`src/rtl/instruction_fetch_unit.sv`:
```
// Instruction fetch unit: drives a 5-bit word PC into instruction memory, buffers the
// returned words in a small prefetch FIFO and hands them to decode over valid/ready.
module instruction_fetch_unit #(
  parameter int unsigned DEPTH     = 2,
  parameter logic [4:0]  RESET_PC  = 5'd0,
  parameter logic [31:0] HALT_WORD = 32'hFFFF_FFFF
) (
  input  logic        clk,
  input  logic        rst_n,
  output logic [4:0]  imem_address,
  output logic        imem_rd,
  input  logic [31:0] imem_instruction,
  input  logic        redirect_valid,
  input  logic [4:0]  redirect_address,
  output logic        inst_valid,
  output logic [31:0] inst_data,
  output logic [4:0]  inst_pc,
  input  logic        inst_ready,
  output logic        halted
);

  localparam logic [2:0] DepthC  = 3'(DEPTH);
  localparam logic [1:0] LastIdx = 2'(DEPTH - 1);

  typedef enum logic [1:0] {StIdle, StRun, StHalt} state_e;

  state_e      r_state, w_state_d;
  logic [4:0]  r_pc, w_pc_d;
  logic [2:0]  r_count, w_count_d;
  logic [1:0]  r_wr_ptr, w_wr_ptr_d;
  logic [1:0]  r_rd_ptr, w_rd_ptr_d;

  // Storage is always four slots so the 2-bit pointers index it exactly; only DEPTH are used.
  logic [31:0] r_fifo_data [4];
  logic [4:0]  r_fifo_pc   [4];

  logic w_fetch;
  logic w_is_halt;
  logic w_push;
  logic w_pop;

  function automatic logic [1:0] next_ptr(input logic [1:0] ptr);
    return (ptr == LastIdx) ? 2'd0 : ptr + 2'd1;
  endfunction

  assign w_fetch   = (r_state == StRun) && (r_count < DepthC) && !redirect_valid;
  assign w_is_halt = (imem_instruction == HALT_WORD);
  assign w_push    = w_fetch && !w_is_halt;
  assign w_pop     = (r_count != 3'd0) && inst_ready && !redirect_valid;

  always_comb begin
    w_state_d  = r_state;
    w_pc_d     = r_pc;
    w_count_d  = r_count;
    w_wr_ptr_d = r_wr_ptr;
    w_rd_ptr_d = r_rd_ptr;

    if (redirect_valid) begin
      // Redirect wins over any same-cycle push/pop and flushes the FIFO.
      w_state_d  = StRun;
      w_pc_d     = redirect_address;
      w_count_d  = 3'd0;
      w_wr_ptr_d = 2'd0;
      w_rd_ptr_d = 2'd0;
    end else begin
      unique case (r_state)
        StIdle:  w_state_d = StRun;
        StRun:   if (w_fetch && w_is_halt) w_state_d = StHalt;
        StHalt:  w_state_d = StHalt;
        default: w_state_d = StIdle;
      endcase

      if (w_push) begin
        w_wr_ptr_d = next_ptr(r_wr_ptr);
        w_pc_d     = r_pc + 5'd1;
      end
      if (w_pop) begin
        w_rd_ptr_d = next_ptr(r_rd_ptr);
      end

      unique case ({w_push, w_pop})
        2'b10:   w_count_d = r_count + 3'd1;
        2'b01:   w_count_d = r_count - 3'd1;
        default: w_count_d = r_count;
      endcase
    end
  end

  always_ff @(posedge clk or negedge rst_n) begin
    if (!rst_n) begin
      r_state  <= StIdle;
      r_pc     <= RESET_PC;
      r_count  <= 3'd0;
      r_wr_ptr <= 2'd0;
      r_rd_ptr <= 2'd0;
    end else begin
      r_state  <= w_state_d;
      r_pc     <= w_pc_d;
      r_count  <= w_count_d;
      r_wr_ptr <= w_wr_ptr_d;
      r_rd_ptr <= w_rd_ptr_d;
    end
  end

  always_ff @(posedge clk or negedge rst_n) begin
    if (!rst_n) begin
      for (int i = 0; i < 4; i++) begin
        r_fifo_data[i] <= 32'd0;
        r_fifo_pc[i]   <= 5'd0;
      end
    end else if (w_push) begin
      r_fifo_data[r_wr_ptr] <= imem_instruction;
      r_fifo_pc[r_wr_ptr]   <= r_pc;
    end
  end

  assign imem_address = r_pc;
  assign imem_rd      = w_fetch;
  assign inst_valid   = (r_count != 3'd0);
  assign inst_data    = inst_valid ? r_fifo_data[r_rd_ptr] : 32'd0;
  assign inst_pc      = inst_valid ? r_fifo_pc[r_rd_ptr] : 5'd0;
  assign halted       = (r_state == StHalt);

endmodule

```
`config.mk`:
```
export PLATFORM = sky130hd
export DESIGN_NAME = instruction_fetch_unit
export DESIGN_NICKNAME = d
export VERILOG_FILES = /design/src/rtl/instruction_fetch_unit.sv
export SDC_FILE = /design/constraint.sdc
export NUM_CORES = 1
export LEC_CHECK = 0
export CAP_MARGIN = 10
export CORE_MARGIN = 2
export CORE_UTILIZATION = 50
export CTS_BUF_LIST = sky130_fd_sc_hd__clkbuf_4
export CTS_CLUSTER_DIAMETER = 200
export DETAILED_ROUTE_END_ITERATION = 10
export GPL_ROUTABILITY_DRIVEN = 0
export PLACE_DENSITY_LB_ADDON = 0.25
export REMOVE_ABC_BUFFERS = 1
export SKIP_LAST_GASP = 1
export SLEW_MARGIN = 40
export SYNTH_ARGS = -nofsm -noshare
export SYNTH_HDL_FRONTEND = slang
export SYNTH_SLANG_ARGS = --single-unit
```
`constraint.sdc`:
```
create_clock -name clk -period 4.3 [get_ports clk]
set_input_delay 0.86 -clock clk [delete_from_list [all_inputs] [get_ports clk]]
set_output_delay 0.86 -clock clk [all_outputs]
set_load 0.02 [all_outputs]
```
# Yosys cells after proc, flatten, opt, wreduce, memory -nomap -nowiden
# Index checks and enable logic that the tools add are counted.
# totals
output_inout_bits	45
elab_cells	73
mem_bits_rw	0
register_bits	162
mem_count	0
mem_bits_ro	0
latchBits	0
inputBits	41
# op_classes
n_shift	0
div	0
reduce_logical	14
mux	27
n_eq_ne	8
mul	0
bitwise_logic	2
add_sub_neg	5
order_cmp	4
# ops
operator	n
128-bit bitwise mux	1
32-bit two-way mux	4
32-bit binary-select mux with 2-bit select	1
32-bit demux with 2-bit select	1
32-bit == test, second input constant	1
5-bit two-way mux	6
20-bit bitwise mux	1
2-bit two-way mux	8
5-bit binary-select mux with 2-bit select	1
5-bit demux with 2-bit select	1
2-bit by 1-bit == test with 1-bit output, second input constant	4
1-bit logical AND	7
3-bit greater-or-equal comparator, second input constant	2
2-bit NOT with 3-bit output	2
2-bit one-hot mux with 3 select lines	1
3-bit one-hot mux with 2 select lines	1
3-bit nonzero test	2
5-bit by 1-bit adder with 5-bit output, second input constant	1
2-bit by 1-bit adder with 2-bit output, second input constant	2
2-bit == test, second input constant	2
2-bit nonzero test	2
3-bit by 1-bit adder with 3-bit output, second input constant	1
3-bit by 1-bit < comparator with 1-bit output, second input constant	1
3-bit by 2-bit < comparator with 1-bit output, second input constant	1
5 further kinds	6

# Logic depth before layout (Yosys ltp)
# Gate-level depths: netlist of the first run.
# logic_depth
word_depth	7
ltp_mapped	11
depth_no_buf	9

# Worst setup path after synthesis of the first run
# Ideal clock, no wire load.
# synth_timing
path_type	input to register
from	in imem_instruction[15]
to	reg r_count[1]
stages	10
slack_ns	1.541
t_required_ns	4.170
arrival_time_ns	2.628
path_buffers	2
cell_sequence	nand4_1 nor4_2 and3_1 buf_6 buf_4 nor2_1 nor2_1 fa_1 a41oi_1 o41ai_1
# synth_via
elab_chain_len	6
word_cells_on_any_way	8
classes_between	eq/ne (3); mux (2); reduce/logical (3)
# synth_lines
element	line_no	source
start, declared	12	input logic [31:0] imem_instruction,
32-bit == test *	47	assign w_is_halt = (imem_instruction == HALT_WORD);
1-bit zero test *	48	assign w_push = w_fetch && !w_is_halt;
1-bit logical AND *	48	
2-bit by 1-bit == test with 1-bit output / 2-bit == test (equally long branches)	81	unique case ({w_push, w_pop})
3-bit one-hot mux with 2 select lines	81	
3-bit two-way mux	58	if (redirect_valid) begin
end signal, assigned	99	r_count <= w_count_d;
end, declared	29	logic [2:0] r_count, w_count_d;
# Mark *: on every way between the ends. The rest lies on a longest branch, timed or not.
# A chain may end at the register's enable or synchronous reset.

# Final worst setup path of the first run
# layout_timing
from	reg r_rd_ptr[0]
to	out inst_data[13]
# layout_via
elab_chain_len	5
# layout_lines
element	line_no	source
start, declared	31	logic [1:0] r_rd_ptr, w_rd_ptr_d;
start signal, assigned	101	r_rd_ptr <= w_rd_ptr_d;
2-bit NOT with 3-bit output (not written as such)	120	assign inst_data = inst_valid ? r_fifo_data[r_rd_ptr] : 32'd0;
32-bit binary-select mux with 2-bit select	120	
32-bit two-way mux (not written as such) (2 in series)	120	
32-bit two-way mux	120	
end, declared	16	output logic [31:0] inst_data,
# Every way passes these cells. The select of a mux whose other input is x is not followed.

==> impl_metrics.py, run 1 <==
metrics = {
    "floorplan": {
        "die_x_um": 129,
        "die_h_um": 129,
        "core_area_mm2": 0.0153,
        "rows": 45,
        "ios": 86,
        "start_util_pct": 51.4,
        "die_area_mm2": 0.0167,
    },
    "run": {
        "drv_cap": 0,
    },
    "detailed_routing": {
        "wl_met1_mm": 7.38,
        "dr.first_iter.drc_count": 278,
        "drc": 0,
        "vias": 4559,
        "route.met2.wl_mm": 8.43,
        "drt.antenna.violating_nets": 0,
        "highest_layer": "met4",
        "drt-wirelength-per-cell_um": 20.3,
        "postRouteWirelength_mm": 16.6,
        "wl_met3_um": 519,
        "drt_first_pass_iters": 5,
        "viasPerCell": 5.60,
    },
    "clock_network": {
        "clock_tree.root_cell": "clkbuf_4",
        "clk_latency_ns": 0.57,
        "ctsResizeCount": 0,
        "ctsHoldBuffers": 0,
        "cts-htree-levels": 4,
        "cts_tree": "done",
        "cts_buffers": 17,
        "clk_pin_slew_worst_paths_ns": 0.13,
        "clkSinkCount": 162,
        "cts_buffer_depth": 2,
        "post-cts-setup-buffers": 0,
    },
    "logic_synthesis": {
        "synth_cell_type_count": 44,
        "syn_area_mm2": 0.00784,
        "async_flop_share_pct": 100,
        "ys_ff_latch": 162,
        "yosys_most_used_dff": "dfrtp_1",
        "synth_edf_count": 0,
        "ys.warnings.count": 0,
        "yosysSeqAreaShare_pct": 51.7,
        "syn_inst": 499,
        "postSynthAreaPerCell_um2": 15.7,
    },
    "worst_setup_path": {
        "end_kind": "output pin",
        "slowest_stage": "dfrtp_2",
        "worstPathRequired_ns": 3.44,
        "crit_family": "buffers and inverters",
        "worstPathArrival_ns": 2.80,
        "crit_type": "reg2out",
        "path_max_fanout": 14,
        "slowest_delay_ns": 0.71,
        "path_buf_inv": 2,
        "path_cells": "buf_4 -> mux4_2 -> and2_1 -> clkdlybuf4s50_1",
        "crit_path_start_kind": "flop",
    },
    "power_and_ir_drop": {
        "pwr-share-seq_pct": 36.4,
        "p_sw_share_pct": 33.2,
        "internal_power_uw": 4040,
        "share_comb_of_total_power_pct": 48.3,
        "p_leak_uw": 0.00426,
        "p_clk_share_pct": 15.4,
        "vdd_drop_max_uv": 327,
        "switching_power_uw": 2010,
        "powerDensity_mw_per_mm2": 657,
    },
    "finish": {
        "drive_gt1_share_pct": 38.0,
        "final_cell_mix": "160 x dfrtp_1, 84 x clkdlybuf4s50_1, 76 x mux2_2, 60 x mux2_4",
        "final_common_cell": "dfrtp_1",
        "nets": 637,
        "nFillCells": 1189,
        "syn_to_final_growth_pct": 17.4,
        "utilization_pct": 60.3,
    },
    "timing": {
        "rsz0062_at_grt": "false",
        "relSlewSlack_pct": 59.9,
        "finalSetupViolations": 0,
        "fin_worst_skew_ns": 0.0159,
        "worst_slack_ns": 0.637,
        "post-route-period-util_pct": 85.2,
        "slew_violations": 0,
        "tns_ns": 0,
        "worst_slew_pin_slew_ns": 0.599,
        "min_period_ns": 3.66,
        "clock.fmax_mhz": 273,
        "finalHoldViolations": 0,
    },
    "global_routing": {
        "antenna_found_initial": 1,
        "grt_remaining_overflow": 0,
        "grt_usage_pct": 21.5,
        "grt_pass1_wl_mm": 27.1,
        "grt_max_degree": 101,
        "first_global_vias": 4992,
    },
    "min_path": {
        "hp-class": "in2async",
    },
    "placement": {
        "port_buffers": 85,
        "dp_slack_ns": 0.640,
        "dp_hpwl_mm": 10.7,
    },
    "run_status": {
        "outcome": "complete, no violations",
    },
}
kinds of logic (layout without fill, tap and decap cells):
| logic type | count (synthesis) | in the layout | share of synthesized area (%) |
|---|---|---|---|
| compound gates | 22 | 22 | 2.04 |
| xor+xnor | 1 | 1 | 0.112 |
| fa+ha+maj | 5 | 5 | 0.894 |
| buf+inv | 41 | 144 | 3.89 |
| flops | 162 | 162 | 51.7 |
| mux | 186 | 186 | 34.9 |
| other cells | 0 | 1 | 0 |
| simple gates | 82 | 82 | 6.45 |
per-layer routing:
metal	track usage, %	up-vias
met1	29.2	2411
met2	34.9	85
met5	0	-
li1	-	2042
met3	4.83	21
met4	6.52	0
synthesized netlist by cell type, types with 2 or more instances:
cell type    n  area [µm²]
or3_1        3        18.8
buf_2        4        20.0
buf_6        3        33.8
ha_1         4        50.1
a31oi_1      5        31.3
nor3_1       4        20.0
clkbuf_1     8        30.0
mux4_2      37         833
buf_4        7        52.6
buf_12       6         120
mux2_2      76         856
mux2_4      60         901
nand4_1     11        68.8
nor2_1      10        37.5
a41oi_1      2        17.5
nand2_1      2        7.51
and3_1       3        18.8
or4_4        2        22.5
mux2_1      12         135
buf_1        3        11.3
nand3_1      5        25.0
o21ai_0      5        25.0
dfrtp_1    162        4050
inv_1        8        30.0
nand4_2      2        25.0
and2_1      37         231
cell type report:
type	instances	area, µm²	share of cell area (%)
diodes	1	2.50	0.0272
repair buffers	104	1080	11.8
clock inverters	8	114	1.24
clock buffers	22	165	1.80
flip-flops and latches	162	4060	44.1
well taps	211	264	2.87
inverters	10	37.5	0.408
multi-input cells	296	3480	37.8
registers in the layout, indices dropped and copies added, names as in the netlist:
register,cells
r_fifo_pc,20
r_state,2
r_count,3
r_fifo_data,128
r_rd_ptr,2
imem_address,5
r_wr_ptr,2
stage by stage:
stage                     instance area (µm²)  total power, µW  hold slack [ns]  instances
final                                    9200             6050            0.148        814
after detailed placement                 8890             5170            0.479        782
after global placement                   8890             5080            0.468        782
after CTS                                9170             6110            0.326        812
after global routing                     9200             6390            0.120        814
after floorplan                          7570             4050            0.459        468
power groups by stage:
stage | Clock [µW] | Combinational, µW | Sequential, µW
floorplan | 0 | 1860 | 2190
global placement | 0 | 2880 | 2200
detailed placement | 0 | 2940 | 2230
CTS | 952 | 2950 | 2200
global route | 1010 | 3120 | 2260
finish | 928 | 2920 | 2200
final timing paths:
| path | slack [ns] | endpoint | from | cells past startpoint |
|---|---|---|---|---|
| worst max-delay path | 0.64 | inst_data[13] | r_rd_ptr[0] | 4 |
| worst min register to register | 0.50 | r_fifo_data[25] | r_fifo_data[25] | 1 |
| worst min-delay path | 0.15 | r_fifo_data[101] | rst_n | 1 |
| min in group clk | 0.50 | r_fifo_data[25] | r_fifo_data[25] | 1 |
| worst max register to register | 1.80 | r_fifo_data[17] | r_count[1] | 7 |
| max in group asynchronous | 3.11 | r_fifo_data[59] | rst_n | 3 |
Note: power is estimated with default switching activity, not from simulation.
==> inputs of run 2 (changes only) <==
Settings changed: CORE_MARGIN 2 to 3.
Clock period 4.3 ns to 3.8 ns, I/O delays scaled along.
==> run 2 against run 1 <==
  * Worst setup slack got worse by 0.15 ns
  * Global-route usage fell by 1.4 points
  * Cell area fell by 0.38%
  * First-iteration DRC count fell by 0.36%
  * Critical endpoint is now inst_data[15]
  * Sequential power rose by 12%
==> impl_metrics.py, run 2 (synthesis results as in run 1) <==
metrics = {
    "timing": {
        "fin_worst_skew_ns": 0.0128,
        "worst_slew_pin_slew_ns": 0.717,
        "min_period_ns": 3.31,
        "finalHoldViolations": 0,
        "tns_ns": 0,
        "clock.fmax_mhz": 302,
        "whs_ns": 0.206,
        "relSlewSlack_pct": 52.2,
        "finalSetupViolations": 0,
        "slew_violations": 0,
        "post-route-period-util_pct": 87.1,
        "rsz0062_at_grt": "false",
    },
    "worst_setup_path": {
        "slowest_stage": "dfrtp_2",
        "ff2ff_path_depth": 8,
        "path_buf_inv": 2,
        "path_cells": "buf_12 -> mux4_2 -> and2_1 -> clkdlybuf4s50_1",
        "path_max_fanout": 23,
        "r2r-start": "r_count[1]",
        "reg2reg_to": "r_count[1]",
        "crit_type": "reg2out",
        "end_kind": "output pin",
        "crit_family": "buffers and inverters",
        "reg2reg_slack_ns": 1.43,
        "worstPathRequired_ns": 3.04,
        "crit_path_start_kind": "flop",
        "slowest_delay_ns": 0.69,
        "worstPathArrival_ns": 2.55,
    },
    "detailed_routing": {
        "drc": 0,
        "viasPerCell": 5.57,
        "wl_met3_um": 519,
        "highest_layer": "met4",
        "drt.antenna.violating_nets": 0,
        "drt_first_pass_iters": 4,
        "route.met2.wl_mm": 8.15,
        "drt-wirelength-per-cell_um": 20.1,
        "vias": 4521,
        "wl_met1_mm": 7.48,
        "dr.first_iter.drc_count": 277,
        "postRouteWirelength_mm": 16.3,
    },
    "floorplan": {
        "ios": 86,
        "die_h_um": 131,
        "start_util_pct": 51.4,
        "rows": 45,
        "core_area_mm2": 0.0153,
        "die_x_um": 131,
        "die_area_mm2": 0.0172,
    },
    "clock_network": {
        "clkSinkCount": 162,
        "clock_tree.root_cell": "clkbuf_4",
        "cts_buffers": 17,
        "cts-htree-levels": 4,
        "cts_tree": "done",
        "post-cts-setup-buffers": 0,
        "clk_latency_ns": 0.54,
        "clk_pin_slew_worst_paths_ns": 0.13,
        "ctsHoldBuffers": 0,
        "ctsResizeCount": 0,
        "cts_buffer_depth": 2,
    },
    "power_and_ir_drop": {
        "vdd_drop_max_uv": 489,
        "powerDensity_mw_per_mm2": 734,
        "p_leak_uw": 0.00425,
        "p_total_uw": 6730,
    },
    "run": {
        "drv_cap": 0,
    },
    "global_routing": {
        "antenna_found_initial": 0,
        "grt_usage_pct": 20.1,
        "grt_pass1_wl_mm": 27.4,
        "grt_remaining_overflow": 0,
        "first_global_vias": 4997,
        "grt_max_degree": 76,
    },
    "finish": {
        "final_cell_mix": "160 x dfrtp_1, 84 x clkdlybuf4s50_1, 76 x mux2_2, 60 x mux2_4",
        "largest_reg_flops": 128,
        "drive_gt1_share_pct": 38.3,
        "n_antenna_cell": 0,
        "seqCellArea_mm2": 0.00406,
        "nFillCells": 1161,
        "multi_input_area_mm2": 0.00348,
        "syn_to_final_growth_pct": 16.9,
        "final_common_cell": "dfrtp_1",
        "max_flop_register": "r_fifo_data",
        "nets": 634,
    },
    "min_path": {
        "hp-class": "in2async",
    },
    "placement": {
        "dp_hpwl_mm": 10.5,
        "port_buffers": 85,
    },
    "run_status": {
        "outcome": "complete, no violations",
    },
}
## run 2: cell count changes in the layout (fill, tap and decap cells not counted), sizes merged
cell / change
clkinvlp: +1
clkinv: +5
buf: -3
diode: -1
bufinv: -2
clkbuf: -2
## run 2: layer usage
| layer | vias to the layer above | track usage (%) |
|---|---|---|
| li1 | 2029 | - |
| met1 | 2397 | 27.5 |
| met2 | 83 | 32.4 |
| met3 | 12 | 5.21 |
| met4 | 0 | 5.08 |
| met5 | - | 0 |
## run 2: power breakdown
group	internal, µW	switching, µW
clock network	336	592
registers	2170	292
logic	1930	1400
total	4440	2280
## run 2: cell type report
class | instances | share of cell area [%]
inverter | 10 | 0.410
tap | 211 | 2.88
timing repair buffer | 101 | 11.8
sequential | 162 | 44.3
multi-input combinational | 296 | 38.0
clock buffer | 20 | 1.64
clock inverter | 12 | 1.01
## run 2: worst max-delay path by stage
| stage | cells past startpoint | start | endpoint |
|---|---|---|---|
| 2_1_floorplan | 2 | r_rd_ptr[0] | inst_data[0] |
| 6_report | 4 | r_rd_ptr[1] | inst_data[15] |
| 5_1_grt | 4 | r_rd_ptr[1] | inst_pc[3] |
| 4_1_cts | 4 | r_rd_ptr[1] | inst_pc[3] |
| 3_3_place_gp | 9 | imem_instruction[9] | r_count[1] |
| 3_5_place_dp | 9 | imem_instruction[12] | r_count[1] |
## run 2: through the flow
step                      util (%)  setup slack (ns)  instance area (µm²)  std cells
after floorplan                  -             0.572                 7570        468
after global placement        58.5             0.496                 8920        780
after detailed placement      58.5             0.427                 8920        780
after CTS                     60.1             0.412                 9170        812
after global routing          60.1             0.340                 9170        812
final                         60.1             0.491                 9170        812
==> inputs of run 3 (changes only) <==
Settings changed: CORE_UTILIZATION 50 to 59, GPL_TIMING_DRIVEN set to 0, HOLD_SLACK_MARGIN set to 0.1.
==> run 3 against run 2 <==
  * Via count is 0.69% higher
  * Critical path type is now in2out
  * Combinational power is 2% lower
  * Core utilization is 11 points higher
  * Fmax is 9.0% lower
==> impl_metrics.py, run 3 (synthesis results as in run 1) <==
metrics = {
    "finish": {
        "syn_to_final_growth_pct": 15.7,
        "max_flop_register": "r_fifo_data",
        "largest_reg_flops": 128,
        "final_cell_mix": "160 x dfrtp_1, 84 x clkdlybuf4s50_1, 76 x mux2_2, 60 x mux2_4",
        "n_antenna_cell": 0,
        "utilization_pct": 70.7,
        "nets": 626,
        "stdcell_area_mm2": 0.00907,
        "final_common_cell": "dfrtp_1",
        "nFillCells": 865,
        "drive_gt1_share_pct": 37.1,
        "seqCellArea_mm2": 0.00406,
        "multi_input_area_mm2": 0.00350,
    },
    "worst_setup_path": {
        "worstPathArrival_ns": 2.88,
        "worstSetupStartpoint": "redirect_valid",
        "crit_type": "in2out",
        "ff2ff_path_depth": 6,
        "r2r-start": "r_count[2]",
        "reg2reg_to": "r_fifo_data[43]",
        "reg2reg_slack_ns": 1.29,
        "worstPathRequired_ns": 3.04,
        "path_max_fanout": 15,
        "end_kind": "output pin",
        "crit_path_start_kind": "primary input",
    },
    "power_and_ir_drop": {
        "p_total_uw": 6600,
        "p_clk_share_pct": 12.9,
        "p_leak_uw": 0.00421,
        "powerDensity_mw_per_mm2": 728,
        "internal_power_uw": 4360,
        "vdd_drop_max_uv": 404,
        "pwr-share-seq_pct": 37.9,
        "share_comb_of_total_power_pct": 49.2,
        "switching_power_uw": 2240,
        "p_sw_share_pct": 34.0,
    },
    "detailed_routing": {
        "vias": 4552,
        "postRouteWirelength_mm": 15.8,
        "viasPerCell": 5.95,
        "dr.first_iter.drc_count": 274,
        "drt_first_pass_iters": 4,
        "drt.antenna.violating_nets": 0,
        "drt-wirelength-per-cell_um": 20.7,
        "drc": 0,
    },
    "timing": {
        "finalSetupViolations": 0,
        "slew_violations": 0,
        "clock.fmax_mhz": 275,
        "relSlewSlack_pct": 46.6,
        "finalHoldViolations": 0,
        "worst_slew_pin_slew_ns": 0.800,
        "min_period_ns": 3.64,
        "rsz0062_at_grt": "false",
        "fin_worst_skew_ns": 0.0135,
        "post-route-period-util_pct": 95.7,
        "tns_ns": 0,
    },
    "min_path": {
        "whs_path_depth": 1,
        "hp-class": "reg2reg",
        "min_from": "r_fifo_data[17]",
        "holdPathEnd": "r_fifo_data[17]",
    },
    "floorplan": {
        "start_util_pct": 61.1,
        "die_x_um": 121,
        "rows": 41,
        "die_area_mm2": 0.0147,
        "core_area_mm2": 0.0128,
        "ios": 86,
        "die_h_um": 121,
    },
    "global_routing": {
        "grt_pass1_wl_mm": 25.5,
        "grt_remaining_overflow": 0,
        "antenna_found_initial": 0,
        "first_global_vias": 4787,
        "grt_usage_pct": 22.9,
        "grt_max_degree": 71,
    },
    "clock_network": {
        "post-cts-setup-buffers": 0,
        "cts_buffers": 17,
        "clk_pin_slew_worst_paths_ns": 0.12,
        "cts_tree": "done",
        "clk_latency_ns": 0.56,
        "clkSinkCount": 162,
        "cts-htree-levels": 4,
        "cts_buffer_depth": 2,
        "clock_tree.root_cell": "clkbuf_4",
    },
    "run_status": {
        "outcome": "complete, no violations",
    },
    "placement": {
        "port_buffers": 85,
        "place_area_mm2": 0.00884,
        "dp_hpwl_mm": 10.1,
    },
    "run": {
        "drv_cap": 0,
    },
}
-- run 3: metrics by stage --
stage,cells,setup WS (ns),hold WS [ns]
floorplan,468,0.572,0.459
global placement,725,-4.30,0.468
detailed placement,732,-0.242,0.480
CTS,765,0.167,0.508
global route,765,0.0490,0.517
finish,765,0.164,0.504
-- run 3: worst max path at each step --
stage                    to  slack [ns]  depth (start not counted)
2_1_floorplan  inst_data[0]        0.57                          2
3_3_place_gp   r_fifo_pc[0]       -4.30                          1
3_5_place_dp        imem_rd       -0.24                          5
4_1_cts        inst_data[9]        0.17                          4
5_1_grt        inst_data[9]        0.05                          4
6_report            imem_rd        0.16                          5
-- run 3: final cells by class --
type | instances | share of cell area (%)
tap | 172 | 2.37
multi-input combinational | 296 | 38.6
timing repair buffer | 93 | 11.4
clock inverter | 9 | 0.455
inverter | 10 | 0.428
clock buffer | 23 | 1.90
sequential | 162 | 44.8
-- run 3: worst max-delay path, stage by stage --
cell and delay [ns]:
clkdlybuf4s50_1 0.61, clkinv_2 0.28, nand3_2 0.29, inv_2 0.28
clkdlybuf4s50_1 0.65
-- run 3: timing repair --
action	CTS	global route
resized for setup	2	0
endpoints found under the hold margin	24	0
endpoints found under the setup margin	1	0
hold buffers	1	0
-- run 3: metal layers --
layer	GRT usage, %	vias up	wire length, µm
li1	-	2015	-
met5	0	-	0
met1	31.2	2386	6910
met4	6.30	0	191
met3	6.25	15	869
met2	36.8	136	7870
-- run 3: power by group through the flow --
stage,Sequential (µW),Clock [µW],Combinational [µW]
after CTS,2500,879,3290
final,2500,850,3250
after global routing,2560,955,3450
after global placement,2550,0,3080
after floorplan,2470,0,2100
after detailed placement,2530,0,3280
